### config.mk
export PLATFORM = sky130hd
export DESIGN_NAME = gcd_engine_param
export DESIGN_NICKNAME = d
export VERILOG_FILES = /design/src/rtl/gcd_pkg.sv /design/src/rtl/gcd_step_unit.sv /design/src/rtl/gcd_engine_param.sv
export SDC_FILE = /design/constraint.sdc
export NUM_CORES = 1
export LEC_CHECK = 0
export ABC_AREA = 1
export CELL_PAD_IN_SITES_DETAIL_PLACEMENT = 1
export CELL_PAD_IN_SITES_GLOBAL_PLACEMENT = 1
export CORE_MARGIN = 1
export CORE_UTILIZATION = 30
export CTS_BUF_LIST = sky130_fd_sc_hd__clkbuf_16
export DETAILED_ROUTE_END_ITERATION = 12
export DONT_BUFFER_PORTS = 1
export PLACE_DENSITY_LB_ADDON = 0.2
export SETUP_SLACK_MARGIN = 0.02
export SLEW_MARGIN = 10
export SYNTH_ARGS = -nofsm -noshare
export SYNTH_HDL_FRONTEND = slang
export SYNTH_HIERARCHICAL = 1
export SYNTH_SLANG_ARGS = --single-unit
### constraint.sdc
create_clock -name clk -period 6.2 [get_ports clk]
set_input_delay 0.93 -clock clk [delete_from_list [all_inputs] [get_ports clk]]
set_output_delay 0.93 -clock clk [all_outputs]
set_load 0.01 [all_outputs]
### src/rtl/gcd_pkg.sv
// -----------------------------------------------------------------------------
// gcd_pkg
// Shared definitions for the parametrised GCD engine: FSM state encoding and
// the algorithm-select constants used for the MODE parameter.
// -----------------------------------------------------------------------------
package gcd_pkg;

   typedef enum logic [1:0] {
      ST_IDLE = 2'd0,
      ST_RUN  = 2'd1,
      ST_DONE = 2'd2
   } gcd_state_t;

   localparam int GCD_SUB = 0;  // subtractive Euclid
   localparam int GCD_BIN = 1;  // binary (Stein)

endpackage

### src/rtl/gcd_step_unit.sv
// -----------------------------------------------------------------------------
// gcd_step_unit
// Combinational single-step of the GCD iteration.
// Ports:
//   a, b          current operand registers
//   a_next/b_next operand values after one step (only meaningful when step=1)
//   eq            a == b
//   zero          a == 0 or b == 0
//   shift_common  binary mode: both operands even, common factor 2 removed
//   step          this cycle performs an iteration (neither zero nor equal)
// -----------------------------------------------------------------------------
module gcd_step_unit
   import gcd_pkg::*;
#(
   parameter int WIDTH = 16,
   parameter int MODE  = GCD_SUB
) (
   input  logic [WIDTH-1:0] a,
   input  logic [WIDTH-1:0] b,
   output logic [WIDTH-1:0] a_next,
   output logic [WIDTH-1:0] b_next,
   output logic             eq,
   output logic             zero,
   output logic             shift_common,
   output logic             step
);

   logic a_gt;

   always_comb begin
      a_next       = a;
      b_next       = b;
      shift_common = 1'b0;
      zero         = (a == '0) || (b == '0);
      eq           = (a == b);
      step         = !zero && !eq;
      a_gt         = (a > b);

      if (MODE == GCD_BIN) begin
         if (!a[0] && !b[0]) begin
            a_next       = a >> 1;
            b_next       = b >> 1;
            shift_common = 1'b1;
         end else if (!a[0]) begin
            a_next = a >> 1;
         end else if (!b[0]) begin
            b_next = b >> 1;
         end else if (a_gt) begin
            a_next = a - b;
         end else begin
            b_next = b - a;
         end
      end else begin
         // Larger minus smaller, so the subtraction never wraps.
         if (a_gt) begin
            a_next = a - b;
         end else begin
            b_next = b - a;
         end
      end
   end

endmodule

### src/rtl/gcd_engine_param.sv
// -----------------------------------------------------------------------------
// gcd_engine_param
// Parametrised GCD engine (subtractive Euclid or binary Stein) with
// valid/ready handshakes, zero-operand handling, a saturating iteration
// counter and a synchronous abort.
//
// Handshake: a transfer happens on a rising edge where valid && ready are both
// high; valid is never withdrawn by the engine before its transfer, and the
// engine holds gcd_out/iter_count stable while out_valid && !out_ready.
//
// Ports:
//   clk, rst              clock, asynchronous active-high reset
//   in_valid/in_ready     operand handshake (ready only in IDLE)
//   a_in, b_in            operands
//   abort                 synchronous job drop, honoured in RUN only
//   out_valid/out_ready   result handshake (valid only in DONE)
//   gcd_out               result
//   iter_count            step cycles used for the last result
//   busy                  high while iterating
// -----------------------------------------------------------------------------
module gcd_engine_param
   import gcd_pkg::*;
#(
   parameter int WIDTH = 16,
   parameter int MODE  = GCD_SUB,
   parameter int CNT_W = 16
) (
   input  logic             clk,
   input  logic             rst,
   input  logic             in_valid,
   output logic             in_ready,
   input  logic [WIDTH-1:0] a_in,
   input  logic [WIDTH-1:0] b_in,
   input  logic             abort,
   output logic             out_valid,
   input  logic             out_ready,
   output logic [WIDTH-1:0] gcd_out,
   output logic [CNT_W-1:0] iter_count,
   output logic             busy
);

   localparam int KW = $clog2(WIDTH + 1);

   gcd_state_t state, state_next;

   logic [WIDTH-1:0] a_q, b_q;
   logic [KW-1:0]    k_q;
   logic [CNT_W-1:0] cnt_work;  // running count for the job in flight
   logic [WIDTH-1:0] gcd_q;
   logic [CNT_W-1:0] cnt_out;   // published count, survives aborts

   logic [WIDTH-1:0] a_next, b_next;
   logic             eq, zero, shift_common, step;
   logic             accept, finish;

   gcd_step_unit #(
      .WIDTH (WIDTH),
      .MODE  (MODE)
   ) u_step (
      .a            (a_q),
      .b            (b_q),
      .a_next       (a_next),
      .b_next       (b_next),
      .eq           (eq),
      .zero         (zero),
      .shift_common (shift_common),
      .step         (step)
   );

   // ---------------- FSM: state register ----------------
   always_ff @(posedge clk or posedge rst) begin
      if (rst) begin
         state <= ST_IDLE;
      end else begin
         state <= state_next;
      end
   end

   // ---------------- FSM: next state / decodes ----------------
   always_comb begin
      state_next = state;
      accept     = 1'b0;
      finish     = 1'b0;
      case (state)
         ST_IDLE: begin
            if (in_valid) begin
               accept     = 1'b1;
               state_next = ST_RUN;
            end
         end
         ST_RUN: begin
            if (abort) begin
               state_next = ST_IDLE;
            end else if (zero || eq) begin
               finish     = 1'b1;
               state_next = ST_DONE;
            end
         end
         ST_DONE: begin
            if (out_ready) begin
               state_next = ST_IDLE;
            end
         end
         default: state_next = ST_IDLE;
      endcase
   end

   // ---------------- Datapath ----------------
   always_ff @(posedge clk or posedge rst) begin
      if (rst) begin
         a_q      <= '0;
         b_q      <= '0;
         k_q      <= '0;
         cnt_work <= '0;
         gcd_q    <= '0;
         cnt_out  <= '0;
      end else if (accept) begin
         a_q      <= a_in;
         b_q      <= b_in;
         k_q      <= '0;
         cnt_work <= '0;
      end else if (state == ST_RUN && !abort) begin
         if (finish) begin
            // A|B picks the nonzero operand when one is zero, and A when equal.
            gcd_q   <= (a_q | b_q) << k_q;
            cnt_out <= cnt_work;
         end else if (step) begin
            a_q <= a_next;
            b_q <= b_next;
            k_q <= k_q + KW'(shift_common);
            if (cnt_work != '1) begin
               cnt_work <= cnt_work + 1'b1;
            end
         end
      end
   end

   // in_ready stays low while reset is held so nothing is accepted during it.
   assign in_ready   = (state == ST_IDLE) && !rst;
   assign busy       = (state == ST_RUN);
   assign out_valid  = (state == ST_DONE);
   assign gcd_out    = gcd_q;
   assign iter_count = cnt_out;

endmodule
Word-level counts from Yosys, hierarchy flattened
Cells that the tools add are included.
{"block": "word_totals", "inputBits": 37, "regBits": 87, "word_cells": 70, "output_inout_bits": 35}
{"block": "classes", "bitwise_logic": 2, "n_reduce_logical": 21, "n_shift": 1, "muxes": 26, "addsub": 3, "magnitude_cmp": 1, "n_eq_ne": 9}
{"cell": "$mux 16", "n": 15}
{"cell": "$logic_not 16->1", "n": 2}
{"cell": "$sub 16x16->16", "n": 2}
{"cell": "$add 16x1->16 const B", "n": 1}
{"cell": "$eq 16x16->1", "n": 1}
{"cell": "$gt 16x16->1", "n": 1}
{"cell": "$ne 16x16->1 const B", "n": 1}
{"cell": "$or 16x16->16", "n": 1}
{"cell": "$shl 16x5->16", "n": 1}
{"cell": "$reduce_and 4->1", "n": 3}
{"cell": "$mux 2", "n": 4}
{"cell": "$reduce_bool 2->1", "n": 4}
{"cell": "$ne 2x2->1 const B", "n": 3}
{"cell": "$pmux 2 s3", "n": 1}
{"cell": "$reduce_and 3->1", "n": 2}
{"cell": "$mux 1", "n": 5}
{"cell": "$mux 5", "n": 1}
{"cell": "$logic_not 1->1", "n": 4}
{"cell": "$logic_and 1x1->1", "n": 3}
{"cell": "$ne 3x2->1 const B", "n": 1}
{"cell": "$eq 2x1->1 const B", "n": 1}
{"cell": "$eq 2x2->1 const B", "n": 1}
{"cell": "$logic_not 2->1", "n": 1}
{"cell": "$logic_or 1x1->1", "n": 2}
{"cell": "2 further kinds", "n": 2}

Longest topological paths before layout
{"block": "logic_depth", "word_depth": 9, "mapped_depth": 18, "depth_no_buf": 16}

Modules after synthesis
Netlist, hierarchy kept.
{"module": "gcd_engine_param", "n_inst": 1, "cells_per_inst": 642, "seq_area_each_um2": 2177.1, "area_each_um2": 4645.7}
{"module": "gcd_step_unit", "n_inst": 1, "cells_per_inst": 474, "seq_area_each_um2": 0.0, "area_each_um2": 2363.5}

Worst setup path before layout
OpenSTA, ideal clock, no wires.
{"block": "synth_path", "path_type": "register to register", "startpoint": "register a_q[4]", "endpoint": "register gcd_q[12] (netlist: gcd_out[12])", "path_slack_ps": 3961, "path_stages_with_launch": 16, "setup_time_ps": 69, "t_arrival_ps": 2170, "n_path_buf": 1, "required_ps": 6131, "period_less_slack_ps": 2239, "path_cell_list": "dfrtp_1 > inv_1 > ha_1 > buf_2 > nand2_2 > nor2_2 > nand4_1 > nor2_4 > nor2_1 > nor2_1 > nand2_2 > nor2_1 > nand2_1 > inv_2 > nand3_1 > nand3_1"}
{"block": "synth_between", "word_cells_on_any_way": 10, "cone_classes": "1 x eq/ne; 1 x shift; 3 x mux; 1 x bitwise; 4 x reduce/logical"}
{"element": "from (decl)", "line_no": "gcd_engine_param.sv:46", "text": "logic [WIDTH-1:0] a_q, b_q;"}
{"element": "from (signal assigned)", "line_no": "gcd_engine_param.sv:118", "text": "a_q <= a_in;"}
{"element": "from (signal assigned)", "line_no": "gcd_engine_param.sv:128", "text": "a_q <= a_next;"}
{"element": "$eq 16x16->1", "line_no": "gcd_step_unit.sv:35", "text": "eq = (a == b);"}
{"element": "via eq", "line_no": "gcd_engine_param.sv:53", "text": "logic eq, zero, shift_common, step;"}
{"element": "$logic_or 1x1->1", "line_no": "gcd_engine_param.sv:94", "text": "end else if (zero || eq) begin"}
{"element": "$mux 1", "line_no": "gcd_engine_param.sv:94"}
{"element": "$mux 1", "line_no": "gcd_engine_param.sv:92", "text": "if (abort) begin"}
{"element": "$mux 1", "line_no": "gcd_engine_param.sv:84", "text": "case (state)"}
{"element": "$reduce_and 3->1 (no source line)"}
{"element": "to (signal assigned)", "line_no": "gcd_engine_param.sv:125", "text": "gcd_q <= (a_q | b_q) << k_q;"}
{"element": "to (decl)", "line_no": "gcd_engine_param.sv:49", "text": "logic [WIDTH-1:0] gcd_q;"}
The timed path passes the listed nets, and every way through them passes these cells.
A chain may end at the register's enable or synchronous reset.

Final worst setup path
{"block": "layout_path", "startpoint": "register a_q[8]", "endpoint": "register gcd_q[12] (netlist: gcd_out[12])"}
Same word-level chain as after synthesis.

==> flow_metrics.tcl <==
set metrics [dict create \
    outcome "completed" \
    vias 6762 \
    synth-seq-cells 87 \
    place_congestion 0.856 \
    core_area_um2 22800 \
    ys_warn_count 6 \
    ys.flop_type "dfrtp_1" \
    rows 55 \
    grt.total_usage_pct 20.2 \
    crit_buf_inv 2 \
    syn_area_per_cell_um2 6.28 \
    dieArea_um2 24000 \
    firstDrtPassIters 5 \
    ys_seq_area_share_pct 31.1 \
    rrSetupSlack_ns 2.88 \
    critical_path.max_stage_delay_ns 0.50 \
    drc 0 \
    p_comb_share_pct 67.1 \
    grt_pass1_wl_um 38300 \
    vias_per_cell 4.83 \
    path_delay_family "simple AND/OR/NAND/NOR gates" \
    cts_setup_buffers 0 \
    drt_iter0_drc 343 \
    critPathSlowestCell "dfrtp_1" \
    drv_slew 0 \
    async_flop_share_pct 100 \
    syn_nets 1189 \
    reg2reg_depth 14 \
    dpl_cell_area_um2 7180 \
    cp_max_fo 41 \
    fin_cells 1401 \
    final_util_pct 32.7 \
    n_antenna_cell 0 \
    worstSkewPairLatency_ns 0.35 \
    final_area_um2 7450 \
    cp.required_ns 6.48 \
    startpoint_type "register" \
    htreeDepth 3 \
    layout-drive-gt1-share_pct 4.23 \
    dp_hpwl_um 17600 \
    path_clk_slew_ns 0.07 \
    grt-ovfl-total 0 \
    grtUsageMet3_pct 3.23 \
    die_h_um 155 \
    power.switching_mw 2.58 \
    nets 1158 \
    fin_crit_sh_pct 53.5 \
    powerDensity_nw_per_um2 619 \
    cap_violations 0 \
    io_pins 72 \
    worst_slew_pin_slew_ns 0.971 \
    switching_share_pct 55.9 \
    cts.path.max_buffers 2 \
    gr-usage-met1_pct 28.9 \
    worstSetupPathDepth 14 \
    initial_core_util_pct 30.8 \
    cpMostUsedCell "nor2_1" \
    netlist-cell-type-count 36 \
    crit_chain "inv_1, ha_1, nand2_1, nor2_2, nand2_2, nor2_4, nor2_1, nor2_1, nand2_2, nor2_1, nand2_1, inv_2, nand3_1, nand3_1" \
    cts_tree "done" \
    synth_edf_count 0 \
    dp.cells 1387 \
    p_leak_nw 3.96 \
    top_usage_layer "met2" \
    area_growth_pct 6.35 \
    rsz0062_at_grt "no" \
    wl_per_cell_um 16.4 \
    post_cts_resized 0 \
    clock.fmax_mhz 302 \
    vdd_ir_drop_max_v 0.000179 \
    cts.sinks 87 \
    hold_path_class "in -> async" \
    finalPower_mw 4.62 \
    cts_buffers 9 \
    p_int_mw 2.04 \
    antenna_found_initial 0 \
    synthCells 1116 \
    worstPathArrival_ns 3.60 \
    clockPowerShare_pct 12.0 \
    numPortBuffers 0 \
    drt-total-wl_um 23000 \
    skew_ns 0.00942 \
    cts-root-buf "clkbuf_16" \
    use_met2_pct 32.1 \
    period_minus_slack_ns 3.32 \
    dieWidth_um 155 \
    postRouteAntennaNets 0 \
    grt_pass1_vias 7044 \
    setup_viol 0 \
    finalSetupTns_ns 0 \
    end_kind "register" \
    seqPwrFrac_pct 21.0 \
    slew_headroom_pct 35.1 \
    hold_buffers 0 \
    path_class "reg -> reg" \
    finalHoldViolations 0 \
    grt_max_degree 51 \
    synth_area_um2 7010 \
]
synthesized netlist by cell type (all sizes together), types with 5 or more instances:
cell type  instances  area share, %
a21oi             21            1.5
a31oi             32            2.9
buf               35            3.1
clkbuf            10           0.57
dfrtp             87             31
ha                34            6.1
inv              123            6.6
nand2            483             26
nand3             89            6.5
nand4             13            1.2
nor2              94            5.4
nor3               5           0.43
nor4               8           0.71
o21ai             46            3.4
xnor2              8            1.0
xor2              16            2.0
kinds of logic (layout without fill, tap and decap cells):
kind of cell             count (synthesis)  in the layout  share of synthesized area [%]
AO/OA/AOI/OAI                          102            102                           8.07
XOR/XNOR                                24             24                           3.00
adder cells (fa/ha/maj)                 36             36                           6.64
buffers and inverters                  171            143                           10.4
flip-flops                              87             87                           31.1
other                                    1              1                         0.0535
AND/OR/NAND/NOR                        695            695                           40.8
registers in the layout (all words and copies together), names as in the netlist:
name / flops
state: 2
k_q: 5
gcd_out: 16
cnt_work: 16
a_q: 16
iter_count: 16
b_q: 16
placed cells by master (no fill, tap or decap), types with 3 or more instances in the layout:
cell,netlist,routed
nand2_1,476,476
inv_1,113,113
nor2_1,88,88
nand3_1,87,87
dfrtp_1,87,87
ha_1,34,34
a31oi_1,32,32
o21ai_0,31,31
a21oi_1,21,21
xor2_1,16,16
o21ai_1,13,13
nand4_1,12,12
inv_2,10,10
clkbuf_16,0,9
xnor2_1,8,8
nor4_1,8,8
nand2_2,5,5
nor3_1,4,4
nor2_4,2,3
clkinv_1,3,3
o31ai_1,3,3
nor2_2,4,3
buf_4,5,3
and2_1,3,3
power groups by stage:
stage          logic [mW]  clock network [mW]  registers (mW)
4_1_cts              3.12               0.568           0.970
3_3_place_gp         3.08                   0           0.971
3_5_place_dp         3.11                   0           0.980
5_1_grt              3.58               0.585            1.00
6_report             3.10               0.552           0.968
2_1_floorplan        2.44                   0           0.856
through the flow:
stage          setup WS, ns  hold WS, ns
2_1_floorplan          3.02        0.472
3_3_place_gp           2.58        0.531
3_5_place_dp           2.54        0.511
4_1_cts                2.85        0.519
5_1_grt                2.46        0.545
6_report               2.88        0.499
metal layers:
layer,share of wire (%),up-vias
met1,52,3209
met4,1.2,0
met5,0,-
met3,3.3,14
li1,-,3434
met2,44,105
area by class of cell:
cell class,count,area [µm²]
Tap cell,313,392
Timing Repair Buffer,3,22.5
Clock inverter,5,52.6
Inverter,126,475
Fill cell,2980,15300
Clock buffer,9,225
Sequential cell,87,2180
Multi-Input combinational cell,858,4110
final timing paths:
path | from | to
min in group clk | state[0] | state[1]
worst max-delay path | a_q[8] | gcd_out[12]
max in group asynchronous | rst | iter_count[1]
worst min-delay path | rst | k_q[2]
worst max register to register | a_q[8] | gcd_out[12]
worst min register to register | state[0] | state[1]
Note: power is estimated with default switching activity, not from simulation.
